[src/rtl/core_pkg.sv]
// ---------------------------------------------------------------------------
// core_pkg
// Constants and helpers shared by the front end of the 5-stage RISC-V core.
//   XLEN             : architectural register / address width
//   PC_STEP          : byte increment between sequential instructions
//   NOP_INST         : bubble instruction, addi x0,x0,0
//   RESET_PC_DEFAULT : default reset vector
//   align_pc()       : clears the low two address bits; there is no
//                      compressed ISA, so every PC is word aligned
// ---------------------------------------------------------------------------
package core_pkg;

    localparam int                XLEN             = 32;
    localparam logic [XLEN-1:0]   PC_STEP          = 32'd4;
    localparam logic [XLEN-1:0]   NOP_INST         = 32'h0000_0013;
    localparam logic [XLEN-1:0]   RESET_PC_DEFAULT = 32'h0000_0000;

    // Masking keeps every input bit in use.
    function automatic logic [XLEN-1:0] align_pc(input logic [XLEN-1:0] addr);
        return addr & ~32'h0000_0003;
    endfunction

endpackage

[src/rtl/pc_gen.sv]
// ---------------------------------------------------------------------------
// pc_gen
// Program counter register for the fetch stage.
// Priority each rising edge: reset > flush (redirect) > stall (hold) > +4.
// Ports:
//   clk_i            in   core clock
//   rst_i            in   synchronous active-high reset
//   stall_i          in   hold the PC
//   flush_i          in   redirect to branch_target_i (word aligned)
//   branch_target_i  in   redirect address
//   pc_o             out  current PC (pc_q)
// ---------------------------------------------------------------------------
module pc_gen
    import core_pkg::*;
#(
    parameter logic [XLEN-1:0] RESET_PC = RESET_PC_DEFAULT
) (
    input  logic            clk_i,
    input  logic            rst_i,
    input  logic            stall_i,
    input  logic            flush_i,
    input  logic [XLEN-1:0] branch_target_i,
    output logic [XLEN-1:0] pc_o
);

    logic [XLEN-1:0] pc_q;
    logic [XLEN-1:0] pc_d;

    always_comb begin
        pc_d = pc_q;
        if (flush_i) begin
            pc_d = align_pc(branch_target_i);
        end else if (!stall_i) begin
            // Natural 32-bit overflow wraps 0xFFFF_FFFC to 0.
            pc_d = pc_q + PC_STEP;
        end
    end

    always_ff @(posedge clk_i) begin
        if (rst_i) begin
            pc_q <= RESET_PC;
        end else begin
            pc_q <= pc_d;
        end
    end

    assign pc_o = pc_q;

endmodule

[src/rtl/if_id_stage.sv]
// ---------------------------------------------------------------------------
// if_id_stage
// Fetch stage plus IF/ID pipeline register. Drives the instruction-memory
// address from the PC and captures the fetched word and its PC for ID.
// A stall holds everything; a flush redirects the PC and inserts a bubble.
// Optional feature: define IF_ID_PERF_CNT_EN to add stall/flush counters.
// Ports:
//   clk_i, rst_i        clock, synchronous active-high reset
//   imem_addr_o   out   instruction address (= PC, combinational)
//   imem_data_i   in    instruction word for imem_addr_o, same cycle
//   stall_i       in    load-use stall from the hazard unit
//   flush_i       in    taken branch, resolved in ID
//   branch_target_i in  redirect address used with flush_i
//   pc_o, inst_o  out   PC and instruction held in IF/ID
//   valid_o       out   1 = real instruction, 0 = bubble
//   stall_cnt_o   out   (IF_ID_PERF_CNT_EN) count of effective stall edges
//   flush_cnt_o   out   (IF_ID_PERF_CNT_EN) count of flush edges
// ---------------------------------------------------------------------------
module if_id_stage
    import core_pkg::*;
#(
    parameter logic [XLEN-1:0] RESET_PC = RESET_PC_DEFAULT,
    parameter logic [XLEN-1:0] NOP_INST = core_pkg::NOP_INST
) (
    input  logic            clk_i,
    input  logic            rst_i,
    output logic [XLEN-1:0] imem_addr_o,
    input  logic [XLEN-1:0] imem_data_i,
    input  logic            stall_i,
    input  logic            flush_i,
    input  logic [XLEN-1:0] branch_target_i,
    output logic [XLEN-1:0] pc_o,
    output logic [XLEN-1:0] inst_o,
    output logic            valid_o
`ifdef IF_ID_PERF_CNT_EN
    ,
    output logic [31:0]     stall_cnt_o,
    output logic [31:0]     flush_cnt_o
`endif
);

    logic [XLEN-1:0] fetch_pc;

    pc_gen #(
        .RESET_PC (RESET_PC)
    ) u_pc_gen (
        .clk_i           (clk_i),
        .rst_i           (rst_i),
        .stall_i         (stall_i),
        .flush_i         (flush_i),
        .branch_target_i (branch_target_i),
        .pc_o            (fetch_pc)
    );

    assign imem_addr_o = fetch_pc;

    // IF/ID register
    logic [XLEN-1:0] pc_q,    pc_d;
    logic [XLEN-1:0] inst_q,  inst_d;
    logic            valid_q, valid_d;

    always_comb begin
        pc_d    = pc_q;
        inst_d  = inst_q;
        valid_d = valid_q;
        if (flush_i) begin
            // Word fetched this cycle is on the wrong path: drop it.
            pc_d    = '0;
            inst_d  = NOP_INST;
            valid_d = 1'b0;
        end else if (!stall_i) begin
            pc_d    = fetch_pc;
            inst_d  = imem_data_i;
            valid_d = 1'b1;
        end
    end

    always_ff @(posedge clk_i) begin
        if (rst_i) begin
            pc_q    <= '0;
            inst_q  <= NOP_INST;
            valid_q <= 1'b0;
        end else begin
            pc_q    <= pc_d;
            inst_q  <= inst_d;
            valid_q <= valid_d;
        end
    end

    assign pc_o    = pc_q;
    assign inst_o  = inst_q;
    assign valid_o = valid_q;

`ifdef IF_ID_PERF_CNT_EN
    logic [31:0] stall_cnt_q, stall_cnt_d;
    logic [31:0] flush_cnt_q, flush_cnt_d;

    always_comb begin
        stall_cnt_d = stall_cnt_q;
        flush_cnt_d = flush_cnt_q;
        // A stall coinciding with a flush is overridden, so it is not counted.
        if (stall_i && !flush_i) begin
            stall_cnt_d = stall_cnt_q + 32'd1;
        end
        if (flush_i) begin
            flush_cnt_d = flush_cnt_q + 32'd1;
        end
    end

    always_ff @(posedge clk_i) begin
        if (rst_i) begin
            stall_cnt_q <= '0;
            flush_cnt_q <= '0;
        end else begin
            stall_cnt_q <= stall_cnt_d;
            flush_cnt_q <= flush_cnt_d;
        end
    end

    assign stall_cnt_o = stall_cnt_q;
    assign flush_cnt_o = flush_cnt_q;
`endif

endmodule

[config.mk]
export PLATFORM = sky130hd
export DESIGN_NAME = if_id_stage
export DESIGN_NICKNAME = d
export VERILOG_FILES = /design/src/rtl/core_pkg.sv /design/src/rtl/pc_gen.sv /design/src/rtl/if_id_stage.sv
export SDC_FILE = /design/constraint.sdc
export NUM_CORES = 1
export LEC_CHECK = 0
export CAP_MARGIN = 0
export CORE_MARGIN = 2
export CORE_UTILIZATION = 35
export CTS_CLUSTER_DIAMETER = 120
export CTS_CLUSTER_SIZE = 28
export DETAILED_ROUTE_END_ITERATION = 8
export PLACE_DENSITY = 0.69
export SETUP_SLACK_MARGIN = 0.05
export SYNTH_ARGS = -nofsm -noshare
export SYNTH_HDL_FRONTEND = slang
export SYNTH_HIERARCHICAL = 1
export SYNTH_SLANG_ARGS = --single-unit
export TNS_END_PERCENT = 20
[constraint.sdc]
create_clock -name clk_i -period 4.9 [get_ports clk_i]
set_input_delay 1.225 -clock clk_i [delete_from_list [all_inputs] [get_ports clk_i]]
set_output_delay 1.225 -clock clk_i [all_outputs]
set_load 0.03 [all_outputs]
==> impl_metrics.sql, run 1 <==
INSERT INTO impl_metrics (metric_group, metric, value, unit) VALUES
('outcome', 'run_status', 'complete, no violations', ''),
('synth', 'mapped_cells', '431', ''),
('power', 'vdd_ir_drop_max', '0.0001621', 'V'),
('power', 'cellPowerDensity', '302.8', 'mW/mm²'),
('clocking', 'clock_sinks', '95', ''),
('floorplanning', 'core_area', '0.01147', 'mm²'),
('clocking', 'clk_transition_reported_paths', '0.06', 'ns'),
('synth', 'yosys.cell_count.top_type', 'sky130_fd_sc_hd__dfxtp_1', ''),
('timing', 'hold_ws', '0.4630', 'ns'),
('route', 'residual_drc_count', '0', ''),
('power', 'switchingPower', '474.3', 'µW'),
('place', 'place.detailed.hpwl', '8364', 'µm'),
('grt', 'global_route_total_overflow', '0', ''),
('synth', 'postSynth.topFlopCell', 'sky130_fd_sc_hd__dfxtp_1', ''),
('grt', 'grt_max_degree', '48', ''),
('grt', 'grt.total_usage', '17.81', '%'),
('grt', 'grt_first_pass_wirelength', '18220', 'µm'),
('power', 'netSwitchingFraction', '25.90', '%'),
('power', 'power.static_leakage', '2.299', 'nW'),
('synth', 'synthArstFlopShare', '0', '%'),
('layout', 'area_delta_synth_final', '47.00', '%'),
('synth', 'syn_area', '0.004113', 'mm²'),
('timing', 'maximum_clock_frequency', '0.3372', 'GHz'),
('power', 'power.sequential.fraction', '46.1', '%'),
('grt', 'grt_pass1_vias', '3611', ''),
('layout', 'num_antenna_cells', '0', ''),
('route', 'num_vias', '3732', ''),
('timing', 'timing.final.hold_violations', '0', ''),
('floorplanning', 'dieWidth', '112.4', 'µm'),
('timing', 'post-route-min-period', '2.966', 'ns'),
('floorplanning', 'die_area', '0.01263', 'mm²'),
('synth', 'synth_top_cell_area_share', '46.24', '%'),
('setup_path', 'max_fanout_on_critical_path', '27', ''),
('route', 'total_wirelength', '11430', 'µm'),
('synth', 'top_post_synthesis_cells_by_area', 'sky130_fd_sc_hd__dfxtp_1 (46%), sky130_fd_sc_hd__mux2i_1 (16%), sky130_fd_sc_hd__nor2_1 (7.8%), sky130_fd_sc_hd__a211oi_1 (2.2%), sky130_fd_sc_hd__buf_6 (2.2%)', ''),
('setup_path', 'crit_arrival', '3.19', 'ns'),
('layout', 'postLayoutCellArea', '0.006046', 'mm²'),
('setup_path', 'cp-endpoint', 'u_pc_gen/pc_o[30]$_SDFFE_PP0P_', ''),
('synth', 'synth.ff_latch_count', '95', ''),
('clocking', 'tritoncts_clock_tree', 'done', ''),
('floorplanning', 'die_height', '112.4', 'µm'),
('setup_path', 'rrSetupSlack', '2.35', 'ns'),
('setup_path', 'critPathKind', 'in2reg', ''),
('route', 'detail_route.vias_per_cell', '5.119', ''),
('run', 'max_cap_viol_count', '0', ''),
('route', 'detail-route-antenna-nets', '0', ''),
('setup_path', 'regToRegStartpoint', 'u_pc_gen/pc_o[14]$_SDFFE_PP0P_', ''),
('place', 'instance_area_at_placement', '0.005753', 'mm²'),
('timing', 'rsz0062_at_grt', 'no', ''),
('timing', 'min_period_over_period', '60.53', '%'),
('setup_path', 'crit_start', 'stall_i', ''),
('clocking', 'cts-root-to-sink-buffers', '2', ''),
('route', 'detail_route.wl_per_cell', '15.68', 'µm'),
('setup_path', 'timing.rr.end', 'u_pc_gen/pc_o[30]$_SDFFE_PP0P_', ''),
('setup_path', 'crit_path_start_kind', 'primary input', ''),
('floorplanning', 'rows', '39', ''),
('place', 'place.port_buffers', '160', ''),
('clocking', 'cts-htree-levels', '3', ''),
('power', 'p_int', '1.357', 'mW'),
('timing', 'slew_headroom', '20.74', '%'),
('grt', 'grt_antenna_before_repair', '0', ''),
('layout', 'nets', '650', ''),
('floorplanning', 'design.portCount', '165', ''),
('place', 'gpl.final_weighted_congestion', '0.7853', ''),
('clocking', 'cts_root_buf', 'sky130_fd_sc_hd__clkbuf_16', ''),
('synth', 'synth-seq-area-share', '46.24', '%'),
('clocking', 'cts-hold-fix-buffers', '0', ''),
('layout', 'drive_above_1_share', '4.949', '%'),
('clocking', 'postCtsSetupRepairBufs', '0', ''),
('clocking', 'cts_resized', '0', ''),
('synth', 'synth_top_cell_by_area', 'sky130_fd_sc_hd__dfxtp_1', '');
## worst max-delay path, cell delays in order
cell and delay, ns:
sky130_fd_sc_hd__buf_4 0.23, sky130_fd_sc_hd__nand4b_1 0.26, sky130_fd_sc_hd__nor4_1 0.92, sky130_fd_sc_hd__a211oi_1 0.16, sky130_fd_sc_hd__a2111oi_0 0.37
## how the worst min path moves through the flow
stage	start	to	slack, ns	cells past startpoint
finish	valid_o$_SDFFE_PP0N_	valid_o$_SDFFE_PP0N_	0.46	2
global route	valid_o$_SDFFE_PP0N_	valid_o$_SDFFE_PP0N_	0.47	2
CTS	valid_o$_SDFFE_PP0N_	valid_o$_SDFFE_PP0N_	0.46	2
detailed placement	valid_o$_SDFFE_PP0N_	valid_o$_SDFFE_PP0N_	0.45	2
global placement	valid_o$_SDFFE_PP0N_	valid_o$_SDFFE_PP0N_	0.44	2
floorplan	valid_o$_SDFFE_PP0N_	valid_o$_SDFFE_PP0N_	0.57	2
## stage by stage
| step | power (mW) | util, % | std cells | setup slack (ns) |
|---|---|---|---|---|
| 2_1_floorplan | 1.019 | - | 432 | 2.094 |
| 3_3_place_gp | 1.149 | 50.17 | 713 | 1.627 |
| 3_5_place_dp | 1.156 | 50.17 | 713 | 1.585 |
| 4_1_cts | 1.853 | 52.72 | 729 | 1.952 |
| 5_1_grt | 1.907 | 52.72 | 729 | 1.729 |
| 6_report | 1.831 | 52.72 | 729 | 1.934 |
## sequential cells by signal (all words and copies together) (netlist names)
register       flops
inst_o            32
pc_o              32
u_pc_gen/pc_o     30
valid_o            1
## logic make-up (layout without fill, tap and decap cells)
family,Yosys count,in the layout,synth area share [%]
AND/OR/NAND/NOR,173,173,21.48
AO/OA/AOI/OAI,48,48,8.580
XOR/XNOR,10,10,2.130
adder cells (fa/ha/maj),1,1,0.3042
flip-flops,95,95,46.24
buffers and inverters,38,192,5.354
multiplexers,65,65,15.82
other,1,2,0.09118
## cells in the final DEF, fill, tap and decap left out, types with 2 or more instances in the layout
master	n
sky130_fd_sc_hd__clkdlybuf4s50_1	159
sky130_fd_sc_hd__dfxtp_1	95
sky130_fd_sc_hd__nor2_1	85
sky130_fd_sc_hd__mux2i_1	65
sky130_fd_sc_hd__nand2_1	16
sky130_fd_sc_hd__a211oi_1	12
sky130_fd_sc_hd__inv_1	11
sky130_fd_sc_hd__clkbuf_16	9
sky130_fd_sc_hd__nand4_1	9
sky130_fd_sc_hd__a311oi_1	9
sky130_fd_sc_hd__and4_1	9
sky130_fd_sc_hd__nor3_1	8
sky130_fd_sc_hd__nor4_1	8
sky130_fd_sc_hd__or3_1	8
sky130_fd_sc_hd__a2111oi_0	7
sky130_fd_sc_hd__o21ai_0	7
sky130_fd_sc_hd__a21oi_1	6
sky130_fd_sc_hd__buf_4	6
sky130_fd_sc_hd__xnor2_1	5
sky130_fd_sc_hd__xor2_1	5
sky130_fd_sc_hd__nor2_2	4
sky130_fd_sc_hd__nand3_1	4
sky130_fd_sc_hd__clkbuf_1	3
sky130_fd_sc_hd__nor2b_1	3
sky130_fd_sc_hd__and3_1	3
sky130_fd_sc_hd__or2_2	2
sky130_fd_sc_hd__nand4b_1	2
sky130_fd_sc_hd__or4_4	2
sky130_fd_sc_hd__nand2b_1	2
sky130_fd_sc_hd__o31ai_1	2
sky130_fd_sc_hd__conb_1	2
## power by group through the flow
stage / Combinational (mW) / Clock (mW) / Sequential, mW
4_1_cts: 0.296 / 0.713 / 0.844
5_1_grt: 0.312 / 0.745 / 0.850
2_1_floorplan: 0.105 / 0 / 0.914
3_3_place_gp: 0.290 / 0 / 0.859
3_5_place_dp: 0.295 / 0 / 0.862
6_report: 0.293 / 0.693 / 0.845
## per-layer routing
layer / vias to the layer above / wire length [µm] / GRT usage (%) / share of wire, %
met5: - / 0 / 0 / 0
met1: 1739 / 5044 / 22.72 / 44
met3: 17 / 683 / 3.240 / 6.0
met4: 0 / 259 / 7.642 / 2.3
met2: 134 / 5441 / 29.64 / 48
li1: 1842 / - / - / -
## layout make-up
class	count	area, µm²
flip-flops and latches	95	1902
multi-input cells	299	1994
fillers	1101	5421
inverters	11	41.29
repair buffers	165	1637
clock buffers	13	250.2
clock inverters	3	42.54
well taps	143	178.9
Power figures use the tool's default switching activity.
==> inputs of run 2 (changes only) <==
--- a/config.mk
+++ b/config.mk
@@ -11,7 +11,7 @@
 export CTS_CLUSTER_DIAMETER = 120
 export CTS_CLUSTER_SIZE = 28
 export DETAILED_ROUTE_END_ITERATION = 8
-export PLACE_DENSITY = 0.69
+export PLACE_DENSITY = 0.72
 export SETUP_SLACK_MARGIN = 0.05
 export SYNTH_ARGS = -nofsm -noshare
 export SYNTH_HDL_FRONTEND = slang
==> constraint.sdc (replaced) <==
create_clock -name clk_i -period 2.39 [get_ports clk_i]
set_input_delay 0.5975 -clock clk_i [delete_from_list [all_inputs] [get_ports clk_i]]
set_output_delay 0.5975 -clock clk_i [all_outputs]
set_load 0.03 [all_outputs]
==> impl_metrics.sql, run 2 (synthesized netlist as in run 1, its figures left out) <==
INSERT INTO impl_metrics (metric_group, metric, value, unit) VALUES
('min_path', 'worstHoldPathType', 'reg2reg', ''),
('power', 'power.static_leakage', '2.415', 'nW'),
('setup_path', 'rrSetupSlack', '0.22', 'ns'),
('clocking', 'cts_resized', '0', ''),
('floorplanning', 'design.portCount', '165', ''),
('route', 'num_vias', '3778', ''),
('layout', 'multiInputGateArea', '0.001994', 'mm²'),
('clocking', 'cts_inserted_buffers', '9', ''),
('route', 'detail-route-antenna-nets', '0', ''),
('timing', 'timing.final.hold_violations', '0', ''),
('clocking', 'tritoncts_clock_tree', 'done', ''),
('setup_path', 'crit_path_buf_inv_count', '2', ''),
('clocking', 'postCtsSetupRepairBufs', '0', ''),
('setup_path', 'slowest_stage', 'sky130_fd_sc_hd__clkdlybuf4s50_1', ''),
('timing', 'setup_viol_count_final', '0', ''),
('place', 'place.port_buffers', '160', ''),
('setup_path', 'cp_cell_sequence', 'buf_4 > clkdlybuf4s50_1', ''),
('clocking', 'clk-insertion-delay-late', '0.34', 'ns'),
('setup_path', 'timing.rr.end', 'u_pc_gen/pc_o[28]$_SDFFE_PP0P_', ''),
('timing', 'timing.final.max_slew_violations', '0', ''),
('layout', 'layout.core_utilization', '54.28', '%'),
('clocking', 'cts-hold-fix-buffers', '0', ''),
('layout', 'layout.cells.most_common_list', 'sky130_fd_sc_hd__clkdlybuf4s50_1 (159), sky130_fd_sc_hd__dfxtp_1 (95), sky130_fd_sc_hd__nor2_1 (85), sky130_fd_sc_hd__mux2i_1 (65), sky130_fd_sc_hd__buf_4 (22)', ''),
('route', 'met2_length', '5677', 'µm'),
('setup_path', 'max_fanout_on_critical_path', '5', ''),
('grt', 'grt.total_usage', '18.51', '%'),
('place', 'gpl.final_weighted_congestion', '0.7998', ''),
('setup_path', 'cp-endpoint', 'imem_addr_o[14]', ''),
('layout', 'final_common_cell', 'sky130_fd_sc_hd__clkdlybuf4s50_1', ''),
('route', 'm1WireLength', '5233', 'µm'),
('setup_path', 'crit_path_start_kind', 'flop', ''),
('timing', 'totalNegativeSetupSlack', '0', 'ns'),
('outcome', 'run_status', 'complete, no violations', ''),
('clocking', 'cts-htree-levels', '3', ''),
('setup_path', 'type_of_destination_of_the_critical_path', 'output port', ''),
('place', 'post-place-cells', '732', ''),
('setup_path', 'cp_data_required_time', '1.79', 'ns'),
('route', 'total_wirelength', '11750', 'µm'),
('clocking', 'cts-root-to-sink-buffers', '2', ''),
('setup_path', 'crit_family', 'buffers and inverters', ''),
('clocking', 'clk_transition_reported_paths', '0.07', 'ns'),
('floorplanning', 'dieWidth', '112.4', 'µm'),
('setup_path', 'critPathKind', 'reg2out', ''),
('layout', 'fin_cells', '748', ''),
('floorplanning', 'rows', '39', ''),
('layout', 'drive_above_1_share', '8.099', '%'),
('setup_path', 'crit_start', 'u_pc_gen/pc_o[14]$_SDFFE_PP0P_', ''),
('layout', 'fill_cells', '1039', ''),
('timing', 'hold_ws', '0.4535', 'ns'),
('route', 'route.top_layer_used', 'met4', ''),
('grt', 'grt_first_pass_wirelength', '18730', 'µm'),
('setup_path', 'crit_arrival', '1.60', 'ns'),
('power', 'vdd_ir_drop_max', '0.0003143', 'V'),
('timing', 'tightestPinTransition', '0.7706', 'ns'),
('timing', 'post-route-min-period', '2.195', 'ns'),
('clocking', 'clock_sinks', '95', ''),
('setup_path', 'worstRegToRegCells', '5', ''),
('route', 'detail_route.vias_per_cell', '5.051', ''),
('clocking', 'cts_root_buf', 'sky130_fd_sc_hd__clkbuf_16', ''),
('timing', 'min_period_over_period', '91.85', '%'),
('grt', 'grt_pass1_vias', '3595', ''),
('route', 'drt_first_pass_iters', '4', ''),
('timing', 'clock-skew-final', '0.008648', 'ns'),
('place', 'place.detailed.hpwl', '8588', 'µm'),
('route', 'initialDrtViolationCount', '182', ''),
('floorplanning', 'core_area', '0.01147', 'mm²'),
('timing', 'maximum_clock_frequency', '0.4555', 'GHz'),
('layout', 'area_delta_synth_final', '51.35', '%'),
('route', 'detail_route.wl_per_cell', '15.70', 'µm'),
('run', 'max_cap_viol_count', '0', ''),
('layout', 'num_antenna_cells', '0', ''),
('setup_path', 'critical-path-max-stage-delay', '0.67', 'ns'),
('route', 'wl_met3', '629', 'µm'),
('setup_path', 'timing.critical_path.depth', '2', ''),
('layout', 'area.sequential', '0.001902', 'mm²'),
('layout', 'nets', '669', ''),
('route', 'residual_drc_count', '0', ''),
('grt', 'global_route_total_overflow', '0', ''),
('floorplanning', 'start_util', '35.86', '%'),
('floorplanning', 'die_area', '0.01263', 'mm²'),
('grt', 'grt_max_degree', '46', ''),
('timing', 'slew_headroom', '48.63', '%'),
('grt', 'grt_antenna_before_repair', '0', ''),
('setup_path', 'regToRegStartpoint', 'u_pc_gen/pc_o[3]$_SDFFE_PP0P_', ''),
('power', 'cellPowerDensity', '607.4', 'mW/mm²'),
('timing', 'rsz0062_at_grt', 'no', ''),
('floorplanning', 'die_height', '112.4', 'µm');
run 2: changes by cell type in the layout (fill, tap and decap cells not counted):
cell and delta:
sky130_fd_sc_hd__buf_4 +16, sky130_fd_sc_hd__buf_12 +3, sky130_fd_sc_hd__clkinv_2 +2, sky130_fd_sc_hd__clkbuf_1 -1
sky130_fd_sc_hd__clkinvlp_4 -1
run 2: how the worst min path moves through the flow:
stage / startpoint / endpoint / slack (ns) / cells past startpoint
global route: valid_o$_SDFFE_PP0N_ / valid_o$_SDFFE_PP0N_ / 0.48 / 2
floorplan: valid_o$_SDFFE_PP0N_ / valid_o$_SDFFE_PP0N_ / 0.57 / 2
global placement: valid_o$_SDFFE_PP0N_ / valid_o$_SDFFE_PP0N_ / 0.44 / 2
CTS: valid_o$_SDFFE_PP0N_ / valid_o$_SDFFE_PP0N_ / 0.46 / 2
detailed placement: valid_o$_SDFFE_PP0N_ / valid_o$_SDFFE_PP0N_ / 0.45 / 2
finish: valid_o$_SDFFE_PP0N_ / valid_o$_SDFFE_PP0N_ / 0.45 / 2
run 2: worst min-delay path, stage by stage (launching register included):
cell	delay, ns
sky130_fd_sc_hd__dfxtp_1	0.31
sky130_fd_sc_hd__inv_1	0.05
sky130_fd_sc_hd__a21oi_1	0.05
run 2: through the flow:
| stage | setup slack [ns] | total power, mW | area [µm²] |
|---|---|---|---|
| after floorplan | 0.1999 | 2.090 | 4116 |
| after global placement | 0.1754 | 2.388 | 5933 |
| after detailed placement | 0.1180 | 2.401 | 5933 |
| after CTS | 0.1831 | 3.823 | 6225 |
| after global routing | 0.09444 | 3.936 | 6225 |
| final | 0.1947 | 3.781 | 6225 |
run 2: power by group:
part	switching (mW)	total [mW]	internal (mW)	leakage, nW
Combinational	0.331	0.649	0.317	1.49
Sequential	0.0674	1.72	1.65	0.778
Clock	0.581	1.42	0.835	0.146
run 2: layout make-up:
class                      count  share of cell area (%)
multi-input combinational    299                   32.04
sequential                    95                   30.55
timing repair buffer         184                   29.19
clock buffer                  12                   3.960
tap                          143                   2.874
clock inverter                 4                  0.7236
inverter                      11                  0.6633
run 2: metal layers:
layer  global-route usage [%]  vias to the layer above
met5                        0                        -
met4                    6.748                        0
met3                    3.402                       15
met2                    30.64                      139
met1                    24.22                     1749
li1                         -                     1875
